===== config.mk =====
export PLATFORM = sky130hd
export DESIGN_NAME = noc_reader
export DESIGN_NICKNAME = d
export VERILOG_FILES = /design/src/rtl/noc_pkg.sv /design/src/rtl/noc_src_tracker.sv /design/src/rtl/noc_reader.sv
export SDC_FILE = /design/constraint.sdc
export NUM_CORES = 1
export LEC_CHECK = 0
export ABC_AREA = 1
export BUFFER_PORTS_ARGS = -buffer_cell sky130_fd_sc_hd__buf_2
export CORE_MARGIN = 1
export CORE_UTILIZATION = 50
export DETAILED_ROUTE_END_ITERATION = 7
export PLACE_DENSITY = 0.79
export SYNTH_ARGS = -nofsm -noshare
export SYNTH_HDL_FRONTEND = slang
export SYNTH_HIERARCHICAL = 1
export SYNTH_SLANG_ARGS = --single-unit

===== constraint.sdc =====
create_clock -name clk -period 3.4 [get_ports clk]
set_clock_uncertainty 0.05 [all_clocks]
set_input_delay 0.17 -clock clk [delete_from_list [all_inputs] [get_ports clk]]
set_output_delay 0.17 -clock clk [all_outputs]
set_load 0.01 [all_outputs]

===== src/rtl/noc_pkg.sv =====
// Shared definitions for the NoC reader: packet field layout and
// the per-source tracker state encoding.
package noc_pkg;

    localparam int VALID_BIT = 0;
    localparam int DST_LSB   = 1;
    localparam int SRC_LSB   = 3;
    localparam int SEQ_LSB   = 5;
    localparam int DST_W     = 2;
    localparam int SRC_W     = 2;

    typedef enum logic {
        UNSYNC = 1'b0,
        LOCKED = 1'b1
    } trk_state_t;

endpackage


===== src/rtl/noc_src_tracker.sv =====
// Per-source sequence tracker: UNSYNC/LOCKED FSM, expected seq, in-order count.
// Ports: clk, reset, clear, hit (packet for this source), seq, in_order, rx_cnt.
module noc_src_tracker
    import noc_pkg::*;
#(
    parameter int SEQ_WIDTH  = 11,
    parameter int STAT_WIDTH = 16
) (
    input  logic                  clk,
    input  logic                  reset,
    input  logic                  clear,
    input  logic                  hit,
    input  logic [SEQ_WIDTH-1:0]  seq,
    output logic                  in_order,
    output logic [STAT_WIDTH-1:0] rx_cnt
);

    trk_state_t             state_q, state_d;
    logic [SEQ_WIDTH-1:0]   expect_q, expect_d;
    logic [STAT_WIDTH-1:0]  cnt_d;

    // Combinational so the top can flag the packet in the same cycle.
    assign in_order = (state_q == UNSYNC) || (seq == expect_q);

    always_comb begin
        state_d  = state_q;
        expect_d = expect_q;
        cnt_d    = rx_cnt;
        if (hit) begin
            // Both in-order and out-of-order packets resync the expectation.
            state_d  = LOCKED;
            expect_d = seq + 1'b1;
            if (in_order && !(&rx_cnt))
                cnt_d = rx_cnt + 1'b1;
        end
    end

    always_ff @(posedge clk) begin
        if (reset || clear) begin
            state_q  <= UNSYNC;
            expect_q <= '0;
            rx_cnt   <= '0;
        end else begin
            state_q  <= state_d;
            expect_q <= expect_d;
            rx_cnt   <= cnt_d;
        end
    end

endmodule


===== src/rtl/noc_reader.sv =====
// NoC output-port sink: decodes packets, checks routing and per-source order,
// keeps saturating statistics, captures the first failing packet.
// Ports: clk, reset, my_id, enable, clear, dataIn; rx_valid/rx_src/rx_seq,
// seq_err, misroute, total_cnt, err_cnt, err_valid, err_pkt; stat_sel -> stat_data.
module noc_reader
    import noc_pkg::*;
#(
    parameter int DATA_WIDTH = 16,
    parameter int SEQ_WIDTH  = 11,
    parameter int NUM_SRC    = 4,
    parameter int STAT_WIDTH = 16
) (
    input  logic                  clk,
    input  logic                  reset,
    input  logic [DST_W-1:0]      my_id,
    input  logic                  enable,
    input  logic                  clear,
    input  logic [DATA_WIDTH-1:0] dataIn,
    output logic                  rx_valid,
    output logic [SRC_W-1:0]      rx_src,
    output logic [SEQ_WIDTH-1:0]  rx_seq,
    output logic                  seq_err,
    output logic                  misroute,
    output logic [STAT_WIDTH-1:0] total_cnt,
    output logic [STAT_WIDTH-1:0] err_cnt,
    output logic                  err_valid,
    output logic [DATA_WIDTH-1:0] err_pkt,
    input  logic [SRC_W-1:0]      stat_sel,
    output logic [STAT_WIDTH-1:0] stat_data
);

    logic [DST_W-1:0]     dst;
    logic [SRC_W-1:0]     src;
    logic [SEQ_WIDTH-1:0] seq;
    logic                 accept, misr, good, ok, bad, fail;
    logic [NUM_SRC-1:0]   in_order;
    logic [NUM_SRC-1:0][STAT_WIDTH-1:0] rx_cnt;

    assign dst    = dataIn[DST_LSB +: DST_W];
    assign src    = dataIn[SRC_LSB +: SRC_W];
    assign seq    = dataIn[SEQ_LSB +: SEQ_WIDTH];
    assign accept = dataIn[VALID_BIT] & enable & ~clear & ~reset;
    assign misr   = (dst != my_id);
    // Misrouted packets never reach the sequence check.
    assign good   = accept & ~misr;
    assign ok     = good & in_order[src];
    assign bad    = good & ~in_order[src];
    assign fail   = bad | (accept & misr);

    for (genvar i = 0; i < NUM_SRC; i++) begin : g_trk
        noc_src_tracker #(
            .SEQ_WIDTH  (SEQ_WIDTH),
            .STAT_WIDTH (STAT_WIDTH)
        ) u_trk (
            .clk      (clk),
            .reset    (reset),
            .clear    (clear),
            .hit      (good && (src == SRC_W'(i))),
            .seq      (seq),
            .in_order (in_order[i]),
            .rx_cnt   (rx_cnt[i])
        );
    end

    always_ff @(posedge clk) begin
        if (reset || clear) begin
            rx_valid  <= 1'b0;
            rx_src    <= '0;
            rx_seq    <= '0;
            seq_err   <= 1'b0;
            misroute  <= 1'b0;
            total_cnt <= '0;
            err_cnt   <= '0;
            err_valid <= 1'b0;
            err_pkt   <= '0;
            stat_data <= '0;
        end else begin
            rx_valid  <= ok;
            seq_err   <= bad;
            misroute  <= accept & misr;
            stat_data <= rx_cnt[stat_sel];
            if (ok) begin
                rx_src <= src;
                rx_seq <= seq;
            end
            if (accept && !(&total_cnt))
                total_cnt <= total_cnt + 1'b1;
            if (fail && !(&err_cnt))
                err_cnt <= err_cnt + 1'b1;
            if (fail && !err_valid) begin
                err_valid <= 1'b1;
                err_pkt   <= dataIn;
            end
        end
    end

endmodule

==> flow_metrics.py, run 1 <==
metrics = {
    "synthesis": {
        "yosys_warnings": 6,
        "syn_avg_cell_area_um2": 6.60,
        "yosysSeqAreaShare": 0.318,
        "synthesis.nets": 1875,
        "postSynthCellCount": 1841,
        "synth_cell_types": 34,
        "syn_area_um2": 12100,
        "ys_ff_latch": 193,
    },
    "setup_path": {
        "worst-path-max-fanout": 19,
        "crit_chain": "dlygate4sd3_1, buf_2, xor2_1, nor2_4, nand2_2, nor3_2, buf_4, inv_2, nor2_2, nand3_2, nor3_2, nand3_1, nand2_1, inv_1, nor2_2",
        "worstPathArrival_ns": 2.90,
        "cp.buffers_inverters": 5,
        "end_kind": "flop",
        "max_stage_delay_ns": 0.54,
        "start_kind": "input pin",
        "cp.depth": 15,
        "crit_family": "simple AND/OR/NAND/NOR gates",
        "required_ns": 3.73,
        "cp_slowest_cell": "dlygate4sd3_1",
        "ff2ff_path_depth": 12,
        "path_class": "in -> reg",
    },
    "sta": {
        "fin_crit_sh": 0.756,
        "slew_violations": 0,
        "setup_ws_ns": 0.828,
        "min_period_ns": 2.57,
        "fmax_mhz": 389,
        "timing.slew.headroom": 0.253,
        "tns_ns": 0,
        "rsz0062_at_grt": "false",
        "tightest_slew_ns": 1.12,
        "setup_viol": 0,
        "finalHoldViolations": 0,
    },
    "layout": {
        "antenna_cells": 0,
        "final.fill_count": 2222,
        "area_growth_pct": 8.62,
        "final_area_um2": 13200,
        "final_nets": 1936,
        "drive_gt1_frac": 0.184,
    },
    "route": {
        "ant_nets": 0,
        "drt_first_iter_violations": 845,
        "vias_per_cell": 5.09,
        "drc": 0,
        "drt-total-wl_um": 28500,
        "via_count": 11400,
        "dr.pass1.iters": 5,
        "routedWlPerCell_um": 12.8,
    },
    "clocking": {
        "root_buffer": "clkbuf_16",
        "insertion_delay_ns": 0.45,
        "htree_levels": 4,
        "numCtsBuffers": 17,
        "cts-hold-fix-buffers": 1,
        "cts_setup_buffers": 0,
        "cts_tree": "done",
        "cts_resized": 0,
        "cts_buffer_depth": 2,
        "cts_num_sinks": 193,
        "clk_pin_slew_ns": 0.07,
    },
    "power": {
        "p_per_area_nw_per_um2": 348,
        "finalPower_mw": 4.59,
        "p_leak_nw": 5.68,
        "irDropWorstVdd_mv": 0.357,
    },
    "hold_path": {
        "whs_path_depth": 5,
        "hold_path.class": "in -> reg",
    },
    "floorplanning": {
        "io_pins": 105,
        "die_w_um": 158,
        "die-area_um2": 24900,
        "start_util": 0.514,
        "rows": 56,
        "coreArea_um2": 23600,
        "die_y_um": 158,
    },
    "place": {
        "portBuffers": 104,
        "hpwlAfterDp_um": 20100,
        "placed_cell_area_um2": 12600,
        "dpl_worst_slack_ns": 0.681,
        "gp_congestion": 0.863,
    },
    "global_route": {
        "grt_max_degree": 49,
        "grt_usage": 0.232,
        "grt_pass1_vias": 10000,
        "overflow": 0,
        "grt_antenna_before_repair": 0,
        "grt_pass1_wl_um": 46800,
    },
    "outcome": {
        "status": "complete, no violations",
    },
    "job": {
        "drv_cap": 0,
    },
}
==> stage by stage <==
step | util | cells | hold WS [ns]
2_1_floorplan | - | 1841 | 0.213
3_3_place_gp | 0.534 | 2201 | 0.398
6_report | 0.559 | 2234 | 0.0255
3_5_place_dp | 0.534 | 2201 | 0.413
4_1_cts | 0.559 | 2234 | 0.0148
5_1_grt | 0.559 | 2234 | 0.0344
==> state kept, by name, indices dropped and copies added, names as in the netlist <==
name,cells
g_trk.u_trk/rx_cnt,64
g_trk.u_trk/expect_q,44
err_cnt,16
err_pkt,16
stat_data,16
total_cnt,16
rx_seq,11
g_trk.u_trk/state_q,4
rx_src,2
err_valid,1
misroute,1
rx_valid,1
seq_err,1
==> layout by cell type, fill, tap and decap left out, types with 2 or more instances in the layout <==
master     count
nand2_1      417
nor2_1       280
inv_1        250
dfxtp_1      193
buf_2        104
o21ai_0       79
nand4_1       79
a21oi_1       76
nand3_2       63
nand3_1       59
inv_2         52
xor2_1        37
xnor2_1       35
nor2_2        34
nor3_1        25
nor3_2        17
clkbuf_16     17
nor2_4        15
nand2_2       12
o21ai_1       10
ha_1          10
buf_4          9
clkinv_1       8
inv_8          4
nand2_4        4
nand4_4        4
a21oi_2        4
inv_6          3
nand3b_1       2
clkbuf_8       2
clkinv_2       2
==> power by group <==
group,internal [mW],switching (mW),total [mW],leakage [nW]
Combinational,0.108,0.244,0.352,3.84
Sequential,2.27,0.00744,2.28,1.56
Clock,1.01,0.954,1.96,0.282
Total,3.39,1.21,4.59,5.68
==> per-layer routing <==
layer,up-vias,GRT usage,part of all wire
li1,5838,-,-
met1,5189,0.295,0.45
met2,277,0.396,0.48
met3,57,0.0287,0.041
met4,0,0.0929,0.027
met5,-,0,0
==> worst paths after layout <==
path	start	end	slack [ns]
max reg2reg	g_trk[2].u_trk/expect_q[1]	err_pkt[10]	0.96
min reg2reg	err_pkt[12]	err_pkt[12]	0.43
max	dataIn[1]	g_trk[2].u_trk/rx_cnt[13]	0.83
min	dataIn[2]	err_pkt[2]	0.03
==> area by class of cell <==
cell class,instances,area [um^2],area share
multi-input combinational,1265,6590,0.500
sequential,193,3860,0.293
inverter,311,1170,0.0887
timing repair buffer,114,598,0.0453
clock buffer,20,457,0.0346
tap,319,399,0.0303
clock inverter,12,114,0.00863
==> worst reg2reg max path, stage by stage, from the launching register on <==
cell and delay, ns:
dfxtp_1 0.35, xor2_1 0.16, nor2_1 0.08, nand3_2 0.09, nand2_4 0.25, nand3_1 0.19
nand2_1 0.09, nor2_4 0.18, o21bai_4 0.12, nor2_4 0.51, nand2_1 0.12, nand2_1 0.09
nor2_1 0.04
==> synthesized netlist by cell type, drive strengths merged <==
| cell type | count | share of area |
|---|---|---|
| nand3b | 2 | 0.0012 |
| xor2 | 37 | 0.027 |
| ha | 10 | 0.010 |
| nor2 | 329 | 0.12 |
| buf | 44 | 0.036 |
| dfxtp | 193 | 0.32 |
| a21oi | 81 | 0.036 |
| and2 | 1 | 0.00052 |
| o21ai | 89 | 0.037 |
| nor3 | 42 | 0.023 |
| inv | 303 | 0.094 |
| nand2 | 433 | 0.14 |
| clkinv | 8 | 0.0025 |
| nand4 | 83 | 0.048 |
| xnor2 | 35 | 0.025 |
| clkbuf | 28 | 0.0087 |
| o21bai | 1 | 0.0015 |
| nand3 | 122 | 0.076 |
==> logic make-up (layout without fill, tap and decap cells) <==
| group | after synthesis | count (layout) | share of synthesized area |
|---|---|---|---|
| xor+xnor | 72 | 72 | 0.0519 |
| flops | 193 | 193 | 0.318 |
| simple gates | 1012 | 1012 | 0.405 |
| buf+inv | 383 | 457 | 0.141 |
| compound gates | 171 | 171 | 0.0738 |
| fa+ha+maj | 10 | 10 | 0.0103 |
Note: power is estimated with default switching activity, not from simulation.
==> inputs of run 2 (changes only) <==
- ABC_AREA: 1 -> 0
- PLACE_DENSITY: 0.79 -> 0.8
- clock period: 3.4 -> 2.6 ns (I/O delays scaled with it)
==> run 2 against run 1 <==
Net effect: first-iteration DRC count grew 5.4%; largest cell class unchanged; critical path depth shrank 7; total power rose by 30%; combinational power is 10% higher; non-clock buffer count is 76 higher; count of clock-buffer cells in the layout fell by 1; clock power up 33%; sequential share of layout area is 3.6 points higher.
==> flow_metrics.py, run 2 <==
metrics = {
    "global_route": {
        "grt_pass1_vias": 8473,
        "grt_antenna_before_repair": 0,
        "overflow": 0,
        "grt_pass1_wl_um": 42800,
        "grt_max_degree": 32,
        "grt_usage": 0.265,
    },
    "setup_path": {
        "path_class": "reg -> reg",
        "required_ns": 2.92,
        "start_kind": "flop",
        "end_kind": "flop",
        "worst-path-max-fanout": 23,
        "worstPathArrival_ns": 2.77,
    },
    "clocking": {
        "clk_pin_slew_ns": 0.07,
        "root_buffer": "clkbuf_16",
        "htree_levels": 4,
        "cts_setup_buffers": 0,
        "insertion_delay_ns": 0.44,
        "cts-hold-fix-buffers": 4,
        "cts_buffer_depth": 2,
        "cts_num_sinks": 193,
        "numCtsBuffers": 17,
        "cts_resized": 0,
        "cts_tree": "done",
    },
    "floorplanning": {
        "die-area_um2": 20400,
        "start_util": 0.509,
        "coreArea_um2": 19500,
        "rows": 51,
        "io_pins": 105,
        "die_w_um": 143,
        "die_y_um": 143,
    },
    "sta": {
        "timing.slew.headroom": 0.453,
        "finalHoldViolations": 0,
        "fin_crit_sh": 0.942,
        "slew_violations": 0,
        "fmax_mhz": 408,
        "rsz0062_at_grt": "false",
        "tightest_slew_ns": 0.818,
        "setup_viol": 0,
        "whs_ns": 0.0229,
        "min_period_ns": 2.45,
    },
    "synthesis": {
        "postSynthCellCount": 1122,
        "yosysSeqAreaShare": 0.390,
        "async_flop_share": 0,
        "yosysMostFrequentCell": "dfxtp_1",
        "syn_avg_cell_area_um2": 8.84,
        "synth.area.top_cells": "dfxtp_1 39%, xnor2_1 6.2%, mux2i_1 4.8%, nand2_1 4.1%, mux4_2 3.9%",
        "synth_edf_count": 0,
        "yosys_warnings": 6,
        "synthesis.nets": 1156,
        "synth_cell_types": 49,
        "syn_area_um2": 9920,
        "yosysTopAreaCell": "dfxtp_1",
        "ys_ff_latch": 193,
        "synth.top_cell.area_share": 0.390,
        "synth_top_cells_by_count": "193 x dfxtp_1, 109 x nand2_1, 91 x nor2_1, 70 x xnor2_1, 54 x a21oi_1",
        "synth_flop_cell": "dfxtp_1",
    },
    "route": {
        "dr.pass1.iters": 5,
        "ant_nets": 0,
        "drt_first_iter_violations": 891,
        "routedWlPerCell_um": 17.3,
        "via_count": 9324,
        "drc": 0,
        "drt-total-wl_um": 26600,
        "vias_per_cell": 6.06,
    },
    "place": {
        "gp_congestion": 0.904,
        "portBuffers": 104,
        "hpwlAfterDp_um": 18200,
        "dp_cells": 1503,
    },
    "layout": {
        "finalNonFillerCells": 1538,
        "mostFrequentLayoutCells": "193 x dfxtp_1, 109 x nand2_1, 104 x buf_2, 90 x nor2_1, 81 x buf_4",
        "final.fill_count": 1602,
        "drive_gt1_frac": 0.203,
        "antenna_cells": 0,
        "largest_register": "g_trk.u_trk/rx_cnt",
        "largest_reg_flops": 64,
        "final_nets": 1295,
        "largestRegisters": "g_trk.u_trk/rx_cnt (64), g_trk.u_trk/expect_q (44)",
        "final_common_cell": "dfxtp_1",
        "area_growth_pct": 18.6,
    },
    "job": {
        "drv_cap": 0,
    },
    "power": {
        "p_per_area_nw_per_um2": 507,
        "p_leak_nw": 4.17,
        "irDropWorstVdd_mv": 0.433,
        "finalPower_mw": 5.96,
    },
    "hold_path": {
        "hold_path.class": "in -> reg",
    },
    "outcome": {
        "status": "complete, no violations",
    },
}
run 2: changes by cell type in the layout (fill, tap and decap cells not counted), sizes merged, moves of 47 or more:
cell,change
o21ai,-69
nand2,-324
inv,-285
o31ai,+47
buf,+73
nand3,-75
nor2,-238
mux2i,+48
run 2: cell type report:
cell class	count	area, um^2	area share
flip-flops and latches	193	3860	0.329
well taps	265	332	0.0282
clock buffers	19	443	0.0377
repair buffers	190	1190	0.101
clock inverters	12	135	0.0115
multi-input cells	836	5710	0.486
inverters	23	86.3	0.00734
run 2: report_power, final:
group / internal (mW) / switching, mW / leakage, nW
Sequential: 2.96 / 0.00594 / 1.55
Combinational: 0.143 / 0.245 / 2.34
Clock: 1.44 / 1.16 / 0.277
run 2: metal layers:
layer  vias up  wire length [um]  global-route usage
met1      4406             11500               0.347
met4         0               782               0.129
met5         -                 0                   0
met3        72              2010              0.0466
li1       4447                 -                   -
met2       399             12400               0.422
run 2: final timing paths:
path,from,to,slack [ns],depth (start not counted)
max,g_trk[2].u_trk/expect_q[2],err_cnt[3],0.15,8
min,dataIn[8],err_pkt[8],0.02,3
max reg2reg,g_trk[2].u_trk/expect_q[2],err_cnt[3],0.15,8
min reg2reg,err_pkt[10],err_pkt[10],0.41,2
run 2: cells by family (layout without fill, tap and decap cells):
family,count (synthesis),in the layout,synth area share
flip-flops,193,193,0.390
XOR/XNOR,82,82,0.0724
adder cells (fa/ha/maj),10,10,0.0126
AO/OA/AOI/OAI,194,194,0.133
buffers and inverters,93,244,0.0413
multiplexers,65,65,0.0871
AND/OR/NAND/NOR,485,485,0.264
run 2: critical path, stage by stage (launching register included):
cell     delay, ns
dfxtp_1       0.32
xnor2_1       0.14
nand4_1       0.11
o41a_1        0.21
inv_2         0.10
mux4_2        0.50
and3_4        0.28
or4_1         0.52
a21oi_1       0.14
run 2: per-stage QoR:
stage | instance area [um^2] | setup WS (ns) | setup TNS, ns | utilization
6_report | 11800 | 0.150 | 0 | 0.604
3_5_place_dp | 11100 | -0.0982 | -0.380 | 0.572
2_1_floorplan | 9920 | -0.00223 | -0.00869 | -
4_1_cts | 11800 | 0.0580 | 0 | 0.604
3_3_place_gp | 11100 | -0.0268 | -0.0268 | 0.572
5_1_grt | 11800 | 0.0286 | 0 | 0.604
==> inputs of run 3 (changes only) <==
- CORE_MARGIN: 1 -> default
- CORE_UTILIZATION: 50 -> 55
- PLACE_DENSITY: 0.8 -> 0.85
==> run 3 against run 2 <==
Net effect: routed wire length up 3.8%; register-to-register slack about the same; first-iteration DRC count up 12%.
==> flow_metrics.py, run 3 (synthesized netlist as in run 2, its figures left out) <==
metrics = {
    "route": {
        "drc": 0,
        "via_count": 9452,
        "routedWlPerCell_um": 18.5,
        "drt-total-wl_um": 27600,
        "vias_per_cell": 6.33,
        "drt_first_iter_violations": 998,
        "dr.pass1.iters": 5,
        "ant_nets": 0,
    },
    "floorplanning": {
        "die_w_um": 136,
        "start_util": 0.567,
        "rows": 48,
        "coreArea_um2": 17500,
        "die_y_um": 136,
        "io_pins": 105,
        "die-area_um2": 18600,
    },
    "clocking": {
        "cts_tree": "done",
        "numCtsBuffers": 17,
        "clk_pin_slew_ns": 0.07,
        "root_buffer": "clkbuf_16",
        "insertion_delay_ns": 0.44,
        "cts_num_sinks": 193,
        "cts_buffer_depth": 2,
        "htree_levels": 4,
    },
    "power": {
        "irDropWorstVdd_mv": 0.510,
        "finalPower_mw": 6.11,
        "p_leak_nw": 4.17,
        "p_per_area_nw_per_um2": 520,
    },
    "layout": {
        "mostFrequentLayoutCells": "193 x dfxtp_1, 109 x nand2_1, 104 x buf_2, 90 x nor2_1, 77 x buf_4",
        "utilization": 0.673,
        "largest_register": "g_trk.u_trk/rx_cnt",
        "final.fill_count": 1270,
        "largest_reg_flops": 64,
        "drive_gt1_frac": 0.206,
        "multiInputGateArea_um2": 5770,
        "final_nets": 1290,
        "antenna_cells": 0,
        "regArea_um2": 3860,
        "largestRegisters": "g_trk.u_trk/rx_cnt (64), g_trk.u_trk/expect_q (44)",
        "area_growth_pct": 18.6,
        "final_common_cell": "dfxtp_1",
    },
    "global_route": {
        "grt_usage": 0.296,
        "grt_pass1_wl_um": 43200,
        "grt_pass1_vias": 8528,
        "grt_antenna_before_repair": 0,
        "grt_max_degree": 32,
        "overflow": 0,
    },
    "sta": {
        "min_period_ns": 2.46,
        "fin_crit_sh": 0.946,
        "finalHoldViolations": 0,
        "setup_viol": 0,
        "fmax_mhz": 406,
        "slew_violations": 0,
        "timing.slew.headroom": 0.522,
        "tightest_slew_ns": 0.716,
    },
    "setup_path": {
        "ff2ff_path_depth": 8,
        "end_kind": "flop",
        "worst-path-max-fanout": 7,
        "required_ns": 2.91,
        "path_class": "in -> reg",
        "start_kind": "input pin",
        "worstPathArrival_ns": 2.77,
    },
    "hold_path": {
        "hold_path.class": "in -> reg",
        "whs_path_depth": 3,
    },
    "place": {
        "gp_congestion": 0.926,
        "portBuffers": 104,
        "hpwlAfterDp_um": 18800,
    },
    "outcome": {
        "status": "complete, no violations",
    },
    "job": {
        "drv_cap": 0,
    },
}
## run 3: path summary, 6_finish.rpt
check	end	slack, ns	from
min reg2reg	err_pkt[15]	0.41	err_pkt[15]
max	g_trk[0].u_trk/rx_cnt[11]	0.14	dataIn[2]
min	err_pkt[5]	0.04	dataIn[5]
max reg2reg	err_cnt[9]	0.15	g_trk[3].u_trk/expect_q[5]
## run 3: worst max-delay path: stages
cell and delay [ns]:
dlygate4sd3_1 0.53, buf_2 0.13, xnor2_1 0.17, buf_4 0.19, nand3_1 0.08, buf_4 0.18, nor3_4 0.15, and4_1 0.23
and3_2 0.26, nand4_1 0.13, or4_1 0.44, a21oi_1 0.15
## run 3: layout make-up
class | instances | area share
Clock buffer | 18 | 0.0365
Clock inverter | 14 | 0.0150
Inverter | 23 | 0.00734
Multi-Input combinational cell | 836 | 0.491
Sequential cell | 193 | 0.329
Tap cell | 225 | 0.0239
Timing Repair Buffer | 185 | 0.0977
## run 3: what timing repair did
item                                   CTS  global route
setup buffers                            0             1
resized for setup                        0            14
endpoints found under the hold margin    3             0
setup endpoints to repair                0            27
hold buffers                             3             0
## run 3: report_power, final
part / internal (mW) / switching (mW) / leakage (nW)
Combinational: 0.145 / 0.255 / 2.33
Sequential: 2.96 / 0.00622 / 1.55
Clock: 1.53 / 1.21 / 0.291
## run 3: metrics by stage
step / setup TNS [ns] / hold WS [ns] / instances / worst slack [ns] / instance area [um^2]
2_1_floorplan: -0.00869 / 0.179 / 1122 / -0.00223 / 9920
3_3_place_gp: 0 / 0.304 / 1458 / 0.0927 / 11100
3_5_place_dp: 0 / 0.322 / 1458 / 0.0435 / 11100
4_1_cts: 0 / 0.0309 / 1493 / 0.0187 / 11700
5_1_grt: -0.000784 / 0.0366 / 1494 / -0.000784 / 11800
6_report: 0 / 0.0434 / 1494 / 0.139 / 11800
## run 3: routing by layer
layer | part of all wire | GRT usage | vias to the layer above
li1 | - | - | 4427
met1 | 0.41 | 0.390 | 4481
met2 | 0.48 | 0.486 | 475
met3 | 0.084 | 0.0406 | 69
met4 | 0.026 | 0.115 | 0
met5 | 0 | 0 | -
